===== config.mk =====
export PLATFORM = sky130hd
export DESIGN_NAME = alu_interface_flat
export DESIGN_NICKNAME = d
export VERILOG_FILES = /design/src/rtl/alu_interface_if.sv /design/src/rtl/alu_interface.sv /design/src/flat_wrapper.sv
export SDC_FILE = /design/constraint.sdc
export NUM_CORES = 1
export LEC_CHECK = 0
export ABC_AREA = 0
export ABC_CLOCK_PERIOD_IN_PS = 1780
export BUFFER_PORTS_ARGS = -buffer_cell sky130_fd_sc_hd__buf_2
export CAP_MARGIN = 25
export CORE_AREA = 2 2 60 62
export CTS_CLUSTER_SIZE = 25
export DETAILED_ROUTE_END_ITERATION = 10
export DIE_AREA = 0 0 62 64
export GPL_TIMING_DRIVEN = 0
export PLACE_DENSITY = 0.74
export SLEW_MARGIN = 20
export SYNTH_ARGS = -nofsm -noshare
export SYNTH_HDL_FRONTEND = slang
export SYNTH_SLANG_ARGS = --single-unit

===== constraint.sdc =====
create_clock -name i_clk -period 1.78 [get_ports i_clk]
set_input_delay 0 -clock i_clk [delete_from_list [all_inputs] [get_ports i_clk]]
set_output_delay 0 -clock i_clk [all_outputs]
set_load 0.02 [all_outputs]

===== src/rtl/alu_interface_if.sv =====
// alu_interface_if: receiver/ALU/transmitter signals of the ALU front end.
interface alu_interface_if #(
  parameter int NB_DATA = 8,
  parameter int NB_OP = 6
);
  logic [NB_DATA-1:0] i_rx_data;
  logic i_rx_valid;
  logic [NB_DATA-1:0] i_alu_result;
  logic i_tx_done;
  logic [NB_DATA-1:0] o_alu_a;
  logic [NB_DATA-1:0] o_alu_b;
  logic [NB_OP-1:0] o_alu_op;
  logic [NB_DATA-1:0] o_tx_data;
  logic o_tx_start;
  logic o_busy;
  logic o_err;
  modport slave (
    input i_rx_data, i_rx_valid, i_alu_result, i_tx_done,
    output o_alu_a, o_alu_b, o_alu_op, o_tx_data, o_tx_start, o_busy, o_err
  );
  modport master (
    output i_rx_data, i_rx_valid, i_alu_result, i_tx_done,
    input o_alu_a, o_alu_b, o_alu_op, o_tx_data, o_tx_start, o_busy, o_err
  );
endinterface


===== src/rtl/alu_interface.sv =====
// alu_interface: collects A, B and opcode bytes, runs the ALU, hands the result to the transmitter.
module alu_interface #(
  parameter int NB_DATA = 8,
  parameter int NB_OP = 6
) (
  input logic i_clk,
  input logic i_rst_n,
  alu_interface_if.slave bus
);
  typedef enum logic [2:0] {IDLE, WAIT_B, WAIT_OP, EXEC, SEND, WAIT_TX} state_t;
  state_t state_q, state_d;
  logic [NB_DATA-1:0] a_q, a_d, b_q, b_d, tx_q, tx_d;
  logic [NB_OP-1:0] op_q, op_d, op_lo;
  logic start_q, start_d, busy_q, busy_d, err_q, err_d, op_ok;
  assign op_lo = bus.i_rx_data[NB_OP-1:0];
  // Opcode bits above NB_OP must be clear, otherwise the byte is rejected.
  assign op_ok = ((bus.i_rx_data >> NB_OP) == '0) &&
                 (op_lo inside {NB_OP'(6'h20), NB_OP'(6'h22), NB_OP'(6'h24), NB_OP'(6'h25),
                                NB_OP'(6'h26), NB_OP'(6'h27), NB_OP'(6'h03), NB_OP'(6'h02)});
  always_comb begin
    state_d = state_q;
    a_d = a_q;
    b_d = b_q;
    op_d = op_q;
    tx_d = tx_q;
    start_d = 1'b0;
    err_d = 1'b0;
    case (state_q)
      IDLE: if (bus.i_rx_valid) begin
        a_d = bus.i_rx_data;
        state_d = WAIT_B;
      end
      WAIT_B: if (bus.i_rx_valid) begin
        b_d = bus.i_rx_data;
        state_d = WAIT_OP;
      end
      WAIT_OP: if (bus.i_rx_valid) begin
        op_d = op_ok ? op_lo : op_q;
        err_d = !op_ok;
        state_d = op_ok ? EXEC : IDLE;
      end
      EXEC: begin
        tx_d = bus.i_alu_result;
        start_d = 1'b1;
        state_d = SEND;
      end
      SEND: state_d = WAIT_TX;
      WAIT_TX: state_d = bus.i_tx_done ? IDLE : WAIT_TX;
      default: state_d = IDLE;
    endcase
    busy_d = state_d inside {EXEC, SEND, WAIT_TX};
  end
  always_ff @(posedge i_clk) begin
    if (!i_rst_n) begin
      state_q <= IDLE;
      a_q <= '0;
      b_q <= '0;
      op_q <= '0;
      tx_q <= '0;
      start_q <= 1'b0;
      busy_q <= 1'b0;
      err_q <= 1'b0;
    end else begin
      state_q <= state_d;
      a_q <= a_d;
      b_q <= b_d;
      op_q <= op_d;
      tx_q <= tx_d;
      start_q <= start_d;
      busy_q <= busy_d;
      err_q <= err_d;
    end
  end
  assign bus.o_alu_a = a_q;
  assign bus.o_alu_b = b_q;
  assign bus.o_alu_op = op_q;
  assign bus.o_tx_data = tx_q;
  assign bus.o_tx_start = start_q;
  assign bus.o_busy = busy_q;
  assign bus.o_err = err_q;
endmodule


===== src/flat_wrapper.sv =====
// flat-port wrapper written by rule: the top's interface ports become plain ports
module alu_interface_flat 
#(
  parameter int NB_DATA = 8,
  parameter int NB_OP = 6
)
  (i_clk, i_rst_n, bus_i_rx_data, bus_i_rx_valid, bus_i_alu_result, bus_i_tx_done, bus_o_alu_a, bus_o_alu_b, bus_o_alu_op, bus_o_tx_data, bus_o_tx_start, bus_o_busy, bus_o_err);
  alu_interface_if #(.NB_DATA(NB_DATA), .NB_OP(NB_OP)) bus_i ();
  input logic i_clk;
  input logic i_rst_n;
  input wire logic [$bits(bus_i.i_rx_data)-1:0] bus_i_rx_data;
  input wire logic [$bits(bus_i.i_rx_valid)-1:0] bus_i_rx_valid;
  input wire logic [$bits(bus_i.i_alu_result)-1:0] bus_i_alu_result;
  input wire logic [$bits(bus_i.i_tx_done)-1:0] bus_i_tx_done;
  output wire logic [$bits(bus_i.o_alu_a)-1:0] bus_o_alu_a;
  output wire logic [$bits(bus_i.o_alu_b)-1:0] bus_o_alu_b;
  output wire logic [$bits(bus_i.o_alu_op)-1:0] bus_o_alu_op;
  output wire logic [$bits(bus_i.o_tx_data)-1:0] bus_o_tx_data;
  output wire logic [$bits(bus_i.o_tx_start)-1:0] bus_o_tx_start;
  output wire logic [$bits(bus_i.o_busy)-1:0] bus_o_busy;
  output wire logic [$bits(bus_i.o_err)-1:0] bus_o_err;
  assign bus_i.i_rx_data = bus_i_rx_data;
  assign bus_i.i_rx_valid = bus_i_rx_valid;
  assign bus_i.i_alu_result = bus_i_alu_result;
  assign bus_i.i_tx_done = bus_i_tx_done;
  assign bus_o_alu_a = bus_i.o_alu_a;
  assign bus_o_alu_b = bus_i.o_alu_b;
  assign bus_o_alu_op = bus_i.o_alu_op;
  assign bus_o_tx_data = bus_i.o_tx_data;
  assign bus_o_tx_start = bus_i.o_tx_start;
  assign bus_o_busy = bus_i.o_busy;
  assign bus_o_err = bus_i.o_err;
  alu_interface #(.NB_DATA(NB_DATA), .NB_OP(NB_OP)) u_core (.i_clk(i_clk), .i_rst_n(i_rst_n), .bus(bus_i));
endmodule

==> flow_metrics.tcl, run 1 <==
set metrics [dict create \
    ant_nets 0 \
    fmax_mhz 604 \
    postLayoutSetupSlackWorst_ns 0.123 \
    gpl.final_weighted_congestion 0.777 \
    grt_pass1_wl_mm 5.69 \
    worst_r2r_startpoint "u_core.state_q[2]" \
    power.static_leakage_nw 0.869 \
    instances_no_fill 284 \
    synth_top_area_share_pct 49.9 \
    cts-buffers-inserted 5 \
    die_w_um 62 \
    dpl.hpwl_mm 2.31 \
    h-tree-depth 2 \
    worstPathMaxFanout 8 \
    count_of_final_hold_check_violations 0 \
    relSlewSlack_pct 61.3 \
    worstSetupStartpointType "register" \
    r2r_cells 6 \
    path_buf_inv 2 \
    cts_tree "built" \
    nets 257 \
    avgRoutedWirePerCell_um 12.2 \
    yosys_register_bits 36 \
    worst_setup_path_end_kind "register" \
    worst_slew_pin_slew_ns 0.578 \
    clkTransAtPathRegs_ns 0.11 \
    finalCriticalPeriod_ns 1.66 \
    number_of_search_and_repair_iterations_in_the_first_detailed_routing_pass 4 \
    drc 0 \
    syn_nets 183 \
    critical_path_required_ns 2.01 \
    worstSkewPairLatency_ns 0.34 \
    vdd_ir_drop_max_mv 0.440 \
    die_area_mm2 0.00397 \
    outcome "complete, no violations" \
    whs_ns 0.0392 \
    synth.lib_cells_used.distinct 27 \
    drv.max_cap_violation_count 0 \
    io_pins 53 \
    cp_slowest_stage_delay_ns 0.48 \
    gr-usage-all-layers_pct 19.2 \
    critical_path.slowest_cell "or3b_2" \
    yosys.area.top_type "dfxtp_1" \
    path_cells "nand2b_1 > clkbuf_2 > or3b_2 > buf_2 > nand2_1 > a21boi_0" \
    fin_tns_setup_ns 0 \
    dpl.cell_count 260 \
    hp-class "input port to register" \
    netlist_top_cells_area "dfxtp_1, nand2_1, a21boi_0" \
    synth_edf_count 0 \
    path_class "register to register" \
    r2r-end "u_core.bus.o_alu_b[6]" \
    p_per_area_mw_per_mm2 767 \
    post_route_cells_drive_above_1_share_pct 31.5 \
    highest_routing_layer_actually_used "met4" \
    ff2ff_setup_slack_ns 0.12 \
    floorplan.initialDensity_pct 44.0 \
    diodes 0 \
    clock_tree.buffer_depth 2 \
    fp.dieH_um 64 \
    setup_viol 0 \
    finalClockSkew_ns 0.00806 \
    design_power_total_mw 1.53 \
    numClockSinks 36 \
    synth_sequential_area_ratio_pct 49.9 \
    antenna_found_initial 0 \
    core_area_mm2 0.00328 \
    synthesized_area_mm2 0.00144 \
    min_period_over_period_pct 93.1 \
    worst_endpoint_data_arrival_time_ns 1.88 \
    hold_depth 2 \
    synth_most_common_cell "nand2_1" \
    placement.setup.worst_slack_ns -0.0442 \
    grt_max_degree 12 \
    critical_path_cell_count 6 \
    postSynth.topFlopCell "dfxtp_1" \
    average_instance_area_after_synthesis_um2 8.86 \
    std_cell_rows 21 \
    io_buffer_count 51 \
    dr.first_iter.drc_count 68 \
    yosysWarningCount 0 \
    wirelength_met1_mm 1.52 \
    root_buffer "clkbuf_4" \
    detail_route.vias_per_cell 4.72 \
    first_global_vias 1298 \
    route.met2.wl_mm 1.78 \
    totalWireLength_mm 3.48 \
    rsz_0062_raised_after_global_routing "false" \
    dr_total_vias 1341 \
    holdPathEnd "u_core.bus.o_alu_b[0]" \
    postSynth.asyncResetShare_pct 0 \
    postSynthCellCount 163 \
    global_route.overflow_total 0 \
    wl_met3_um 104 \
    maxSlewViolCount 0 \
    critical_path.top_delay_family "simple AND/OR/NAND/NOR gates" \
    synth.top_cells.by_count "nand2_1, dfxtp_1, a21boi_0" \
    syn_to_final_growth_pct 38.3 \
    hold_path_startpoint "i_rst_n" \
]
## cell usage in the layout (no fill, tap or decap)
cell type | Yosys | final
a211oi_1 | 1 | 1
a21boi_0 | 24 | 24
a21oi_1 | 1 | 1
and2_1 | 2 | 2
and3_2 | 1 | 1
and3b_2 | 2 | 2
buf_2 | 2 | 53
buf_4 | 0 | 1
clkbuf_1 | 7 | 5
clkbuf_2 | 1 | 2
clkbuf_4 | 0 | 5
clkbuf_8 | 0 | 1
clkinv_2 | 0 | 2
dfxtp_1 | 36 | 36
dlygate4sd3_1 | 0 | 16
mux2i_1 | 4 | 4
nand2_1 | 63 | 63
nand2b_1 | 1 | 1
nand3b_1 | 2 | 2
nor2_1 | 2 | 1
nor2_2 | 0 | 1
nor2b_1 | 1 | 1
nor3_1 | 2 | 1
nor3_2 | 0 | 1
nor3b_1 | 1 | 1
nor3b_4 | 0 | 1
nor4_4 | 1 | 1
nor4b_4 | 1 | 1
o2111a_1 | 1 | 1
o21a_1 | 2 | 2
o221ai_2 | 1 | 1
or2_2 | 1 | 1
or3_1 | 1 | 1
or3b_2 | 1 | 1
## flip-flops by register name, summed over array words and instances (netlist names)
register and flops:
u_core.bus.o_alu_op 6, u_core.bus.o_alu_b 8, u_core.bus.o_err 1, u_core.state_q 3, u_core.bus.o_busy 1, u_core.bus.o_tx_data 8, u_core.bus.o_alu_a 8, u_core.bus.o_tx_start 1
## where the power goes
part | switching, mW | total [mW] | internal (mW) | leakage (nW)
combinational | 0.135 | 0.235 | 0.100 | 0.539
sequential | 0.0136 | 0.847 | 0.834 | 0.292
clock | 0.262 | 0.450 | 0.188 | 0.0380
total | 0.410 | 1.53 | 1.12 | 0.869
## layer usage
metal,global-route usage (%),vias up
met3,3.04,8
met2,32.9,27
met5,0,-
met1,22.3,617
met4,8.78,0
li1,-,689
## logic make-up (layout without fill, tap and decap cells)
logic type             count (synthesis)  count (layout)  share of synthesized area, %
AOI/OAI and AO/OA                     30              30                          16.2
buffers and inverters                 10              85                          2.86
DFF                                   36              36                          49.9
muxes                                  4               4                          2.77
and+or+nand+nor                       83              83                          28.3
## through the flow
step | util [%] | area, um^2
global placement | 53.5 | 1760
finish | 60.8 | 2000
floorplan | - | 1440
detailed placement | 53.5 | 1760
CTS | 60.4 | 1980
global route | 60.8 | 2000
## cell type report
type                            instances  area [um^2]
Buffer                                  9         38.8
Multi-Input combinational cell        117          696
Timing Repair Buffer                   68          423
Clock buffer                            6         51.3
Tap cell                               46         57.6
Sequential cell                        36          721
Fill cell                             314         1290
Clock inverter                          2         10.0
## repair_timing
action	4_1_cts	5_1_grt
endpoints found under the setup margin	8	9
setup buffers	0	1
gates resized for setup	1	4
hold endpoints to repair	28	0
pin swaps	0	1
hold buffers	16	0
## how the worst max path moves through the flow
stage / start / end / slack [ns]
after floorplan: u_core.state_q[2] / u_core.bus.o_alu_b[0] / 0.30
after global placement: u_core.state_q[2] / u_core.bus.o_alu_a[1] / 0.006
after detailed placement: u_core.state_q[2] / u_core.bus.o_alu_a[7] / -0.04
after CTS: bus_i_rx_data[3] / u_core.bus.o_alu_op[4] / 0.02
after global routing: u_core.state_q[2] / u_core.bus.o_alu_b[6] / 0.01
final: u_core.state_q[2] / u_core.bus.o_alu_b[6] / 0.12
Note: power is estimated with default switching activity, not from simulation.
==> run 2, diff against run 1 <==
- ABC_CLOCK_PERIOD_IN_PS: 1780 -> 1600
- RECOVER_POWER: unset -> 25
- clock period: 1.78 -> 1.6 ns (I/O delays scaled with it)
==> run 2 against run 1 <==
  * Clock power grew 12%
  * Sequential share of layout area up 0.54 points
  * First-iteration DRC count decreased by 12%
  * Critical path type is now input port to register
  * Largest power group unchanged
==> flow_metrics.tcl, run 2 (synthesized netlist as in run 1, its figures left out) <==
set metrics [dict create \
    outcome "complete, no violations" \
    min_period_over_period_pct 95.7 \
    worstSetupStartpointType "input port" \
    dr_total_vias 1332 \
    drc 0 \
    nets 253 \
    worst_setup_path_end_kind "register" \
    p_per_area_mw_per_mm2 864 \
    count_of_final_hold_check_violations 0 \
    dpl.hpwl_mm 2.31 \
    worstPathMaxFanout 6 \
    relSlewSlack_pct 61.3 \
    std_cell_rows 21 \
    global_route.overflow_total 0 \
    worst_endpoint_data_arrival_time_ns 1.76 \
    io_buffer_count 51 \
    ff2ff_setup_slack_ns 0.11 \
    detail_route.vias_per_cell 4.76 \
    core_area_mm2 0.00328 \
    final_area_mm2 0.00197 \
    floorplan.initialDensity_pct 44.0 \
    maxSlewViolCount 0 \
    numClockSinks 36 \
    avgRoutedWirePerCell_um 12.5 \
    clkTransAtPathRegs_ns 0.11 \
    setup_viol 0 \
    multiInputGateArea_um2 696 \
    fin_util_pct 60.0 \
    layout.filler_cells 321 \
    cts-buffers-inserted 5 \
    die_area_mm2 0.00397 \
    worst_slew_pin_slew_ns 0.578 \
    rsz_0062_raised_after_global_routing "true" \
    number_of_search_and_repair_iterations_in_the_first_detailed_routing_pass 4 \
    finalClockSkew_ns 0.00766 \
    vdd_ir_drop_max_mv 0.489 \
    power.static_leakage_nw 0.815 \
    placed_cell_area_mm2 0.00176 \
    most-common-layout-cells "nand2_1, dfxtp_1, buf_2" \
    root_buffer "clkbuf_4" \
    io_pins 53 \
    fin_tns_setup_ns 0 \
    path_buf_inv 2 \
    post_route_cells_drive_above_1_share_pct 24.4 \
    grt_max_degree 12 \
    die_w_um 62 \
    path_class "input port to register" \
    worstSkewPairLatency_ns 0.34 \
    drv.max_cap_violation_count 0 \
    hp-class "input port to register" \
    antenna_found_initial 0 \
    flip_flop_and_latch_area_um2 722 \
    critical_path.top_delay_family "buffers and inverters" \
    clock_tree.buffer_depth 2 \
    design_power_total_mw 1.70 \
    path_cells "dlygate4sd3_1 > nor4_4 > o221ai_2 > nor4b_4 > buf_4 > and3b_2" \
    totalWireLength_mm 3.49 \
    gr-usage-all-layers_pct 19.3 \
    gpl.final_weighted_congestion 0.777 \
    grt_pass1_wl_mm 5.73 \
    critical_path_required_ns 1.83 \
    h-tree-depth 2 \
    first_global_vias 1305 \
    fmax_mhz 653 \
    ant_nets 0 \
    layout.cells.most_common "nand2_1" \
    critical_path.slowest_cell "dlygate4sd3_1" \
    fp.dieH_um 64 \
    syn_to_final_growth_pct 36.5 \
    dr.first_iter.drc_count 60 \
    cts_tree "built" \
    finalCriticalPeriod_ns 1.53 \
    diodes 0 \
    cp_slowest_stage_delay_ns 0.61 \
]
==> run 2: changes by cell type in the layout (fill, tap and decap cells not counted), sizes merged <==
cell          previous run  this run
buf                     54        36
dlygate4sd3             16        14
clkbuf                  13        27
dlymetal6s4s             0         2
==> run 2: final cells by class <==
type / count / area share, %
clock inverter: 2 / 0.508
sequential: 36 / 36.6
multi-input combinational: 117 / 35.3
tap: 46 / 2.92
clock buffer: 6 / 2.60
buffer: 7 / 1.65
timing repair buffer: 66 / 20.4
==> run 2: where the power goes <==
group	total (mW)	switching [mW]	leakage, nW	internal (mW)
Combinational	0.258	0.149	0.484	0.109
Clock	0.502	0.293	0.0380	0.209
Sequential	0.943	0.0152	0.293	0.928
Total	1.70	0.457	0.815	1.25
==> run 2: worst paths after layout <==
check                        startpoint                      to  cells after the start
setup / recovery       bus_i_rx_data[6]  u_core.bus.o_alu_op[4]                      6
hold / removal                  i_rst_n   u_core.bus.o_alu_b[0]                      2
setup reg to reg      u_core.state_q[2]   u_core.bus.o_alu_a[6]                      5
hold reg to reg   u_core.bus.o_alu_a[4]   u_core.bus.o_alu_a[4]                      2
==> run 2: stage by stage <==
step                      worst slack, ns  instances  hold WS, ns
after global placement             -0.174        260        0.252
after global routing              -0.0380        280       0.0474
final                              0.0695        280       0.0405
after floorplan                     0.124        163        0.142
after detailed placement           -0.224        260        0.258
after CTS                         0.00793        286       0.0321
==> run 2: metal layers <==
layer / wire length (um) / GRT usage [%]
met5: 0 / 0
met1: 1520 / 22.7
met4: 63 / 8.78
met2: 1810 / 32.9
met3: 97 / 3.04
==> run 2: what timing repair did <==
action                                  4_1_cts  5_1_grt
endpoints found under the setup margin       18       20
resized for setup                             4        4
pin swaps                                     1        2
setup buffers                                 2        0
hold buffers                                 16        0
endpoints found under the hold margin        28        0
==> run 2: worst register-to-register path: stages (launching register included) <==
cell and delay (ns):
dfxtp_2 0.36, nand2b_1 0.14, clkbuf_4 0.18, nor3_2 0.46, nand2_1 0.11, a21boi_0 0.18
==> run 3, diff against run 2 <==
- ABC_CLOCK_PERIOD_IN_PS: 1600 -> 1500
- CTS_CLUSTER_SIZE: 25 -> 24
- SLEW_MARGIN: 20 -> unset
- clock period: 1.6 -> 1.5 ns (I/O delays scaled with it)
==> run 3 against run 2 <==
  * Global-route usage decreased by 0.065 points
  * Core utilization increased by 0.76 points
  * Clock-buffer cell count unchanged
  * First-iteration DRC count increased by 43%
  * Critical endpoint unchanged
  * Combinational power increased by 10%
  * Sequential power increased by 7%
  * Non-clock buffer count increased by 2
==> flow_metrics.tcl, run 3 (synthesized netlist as in run 1, its figures left out) <==
set metrics [dict create \
    outcome "complete, no violations" \
    cp_slowest_stage_delay_ns 0.62 \
    grt_max_degree 12 \
    rsz_0062_raised_after_global_routing "false" \
    path_buf_inv 2 \
    placed_cell_area_mm2 0.00176 \
    drc 0 \
    finalClockSkew_ns 0.00711 \
    numClockSinks 36 \
    ant_nets 0 \
    fp.dieH_um 64 \
    global_route.overflow_total 0 \
    root_buffer "clkbuf_4" \
    path_cells "dlygate4sd3_1 > nor4_4 > o221ai_2 > nor4b_4 > buf_4 > and3b_2" \
    diodes 0 \
    p_per_area_mw_per_mm2 915 \
    critical_path_required_ns 1.73 \
    multiInputGateArea_um2 712 \
    post_route_cells_drive_above_1_share_pct 25.8 \
    detail_route.vias_per_cell 4.73 \
    nets 255 \
    core_area_mm2 0.00328 \
    clkTransAtPathRegs_ns 0.11 \
    dr_total_vias 1335 \
    io_pins 53 \
    critical_path.slowest_cell "dlygate4sd3_1" \
    gpl.final_weighted_congestion 0.777 \
    drv.max_cap_violation_count 0 \
    worstSetupStartpointType "input port" \
    worst_slew_pin_slew_ns 0.432 \
    worstPathMaxFanout 6 \
    min_period_over_period_pct 97.4 \
    setup_viol 0 \
    worst_endpoint_data_arrival_time_ns 1.69 \
    power.static_leakage_nw 0.813 \
    critical_path.top_delay_family "buffers and inverters" \
    gr-usage-all-layers_pct 19.2 \
    maxSlewViolCount 0 \
    clock_tree.buffer_depth 2 \
    floorplan.initialDensity_pct 44.0 \
    layout.filler_cells 316 \
    final_area_mm2 0.00200 \
    flip_flop_and_latch_area_um2 722 \
    syn_to_final_growth_pct 38.2 \
    avgRoutedWirePerCell_um 12.3 \
    grt_pass1_wl_mm 5.68 \
    fmax_mhz 685 \
    io_buffer_count 51 \
    relSlewSlack_pct 71.2 \
    antenna_found_initial 0 \
    hp-class "input port to register" \
    path_class "input port to register" \
    std_cell_rows 21 \
    vdd_ir_drop_max_mv 0.522 \
    most-common-layout-cells "nand2_1, dfxtp_1, buf_2" \
    first_global_vias 1285 \
    die_w_um 62 \
    layout.cells.most_common "nand2_1" \
    count_of_final_hold_check_violations 0 \
    worstSkewPairLatency_ns 0.33 \
    fin_util_pct 60.8 \
    dr.first_iter.drc_count 86 \
    dpl.hpwl_mm 2.31 \
    cts-buffers-inserted 5 \
    totalWireLength_mm 3.46 \
    die_area_mm2 0.00397 \
    cts_tree "built" \
    worst_setup_path_end_kind "register" \
    number_of_search_and_repair_iterations_in_the_first_detailed_routing_pass 4 \
    h-tree-depth 2 \
    finalCriticalPeriod_ns 1.46 \
]
[run 3: changes by cell type in the layout (fill, tap and decap cells not counted), sizes merged]
cell | previous run | this run
dlygate4sd3 | 14 | 15
dlymetal6s4s | 2 | 1
buf | 36 | 38
[run 3: area by class of cell]
type,instances,area share (%)
repair buffers,68,20.6
multi-input cells,117,35.7
clock inverters,2,0.502
flip-flops and latches,36,36.2
clock buffers,6,2.57
plain buffers,7,1.63
well taps,46,2.88
[run 3: routing by layer]
layer | vias up | GRT usage [%] | share of wire [%]
li1 | 684 | - | -
met1 | 618 | 22.9 | 44
met2 | 25 | 32.6 | 51
met3 | 8 | 3.04 | 3.0
met4 | 0 | 8.78 | 2.0
met5 | - | 0 | 0
[run 3: through the flow]
stage	hold slack [ns]	TNS [ns]	power, mW	std cells	setup WS [ns]
after floorplan	0.142	0	1.17	163	0.0243
after global placement	0.252	-3.73	1.26	260	-0.274
after detailed placement	0.258	-4.17	1.27	260	-0.324
after CTS	0.0321	-0.0226	1.83	284	-0.0202
after global routing	0.0474	0	1.92	282	0.00256
final	0.0390	0	1.83	282	0.0393
[run 3: repair_timing]
action / CTS / global route
endpoints found under the hold margin: 28 / 0
pin swaps: 1 / 5
hold buffers: 16 / 0
setup endpoints to repair: 34 / 29
setup buffers: 2 / 1
gates resized for setup: 7 / 5
[run 3: path summary, 6_finish.rpt]
kind	from	end	slack (ns)	cells past startpoint
worst max-delay path	bus_i_rx_data[6]	u_core.bus.o_alu_op[4]	0.04	6
worst min-delay path	i_rst_n	u_core.bus.o_alu_b[0]	0.04	2
worst max register to register	u_core.state_q[0]	u_core.state_q[2]	0.08	5
worst min register to register	u_core.bus.o_tx_data[3]	u_core.bus.o_tx_data[3]	0.47	2
[run 3: power breakdown]
group / internal, mW / switching [mW] / total [mW]
Combinational: 0.123 / 0.161 / 0.284
Sequential: 0.989 / 0.0170 / 1.01
Clock: 0.223 / 0.312 / 0.535
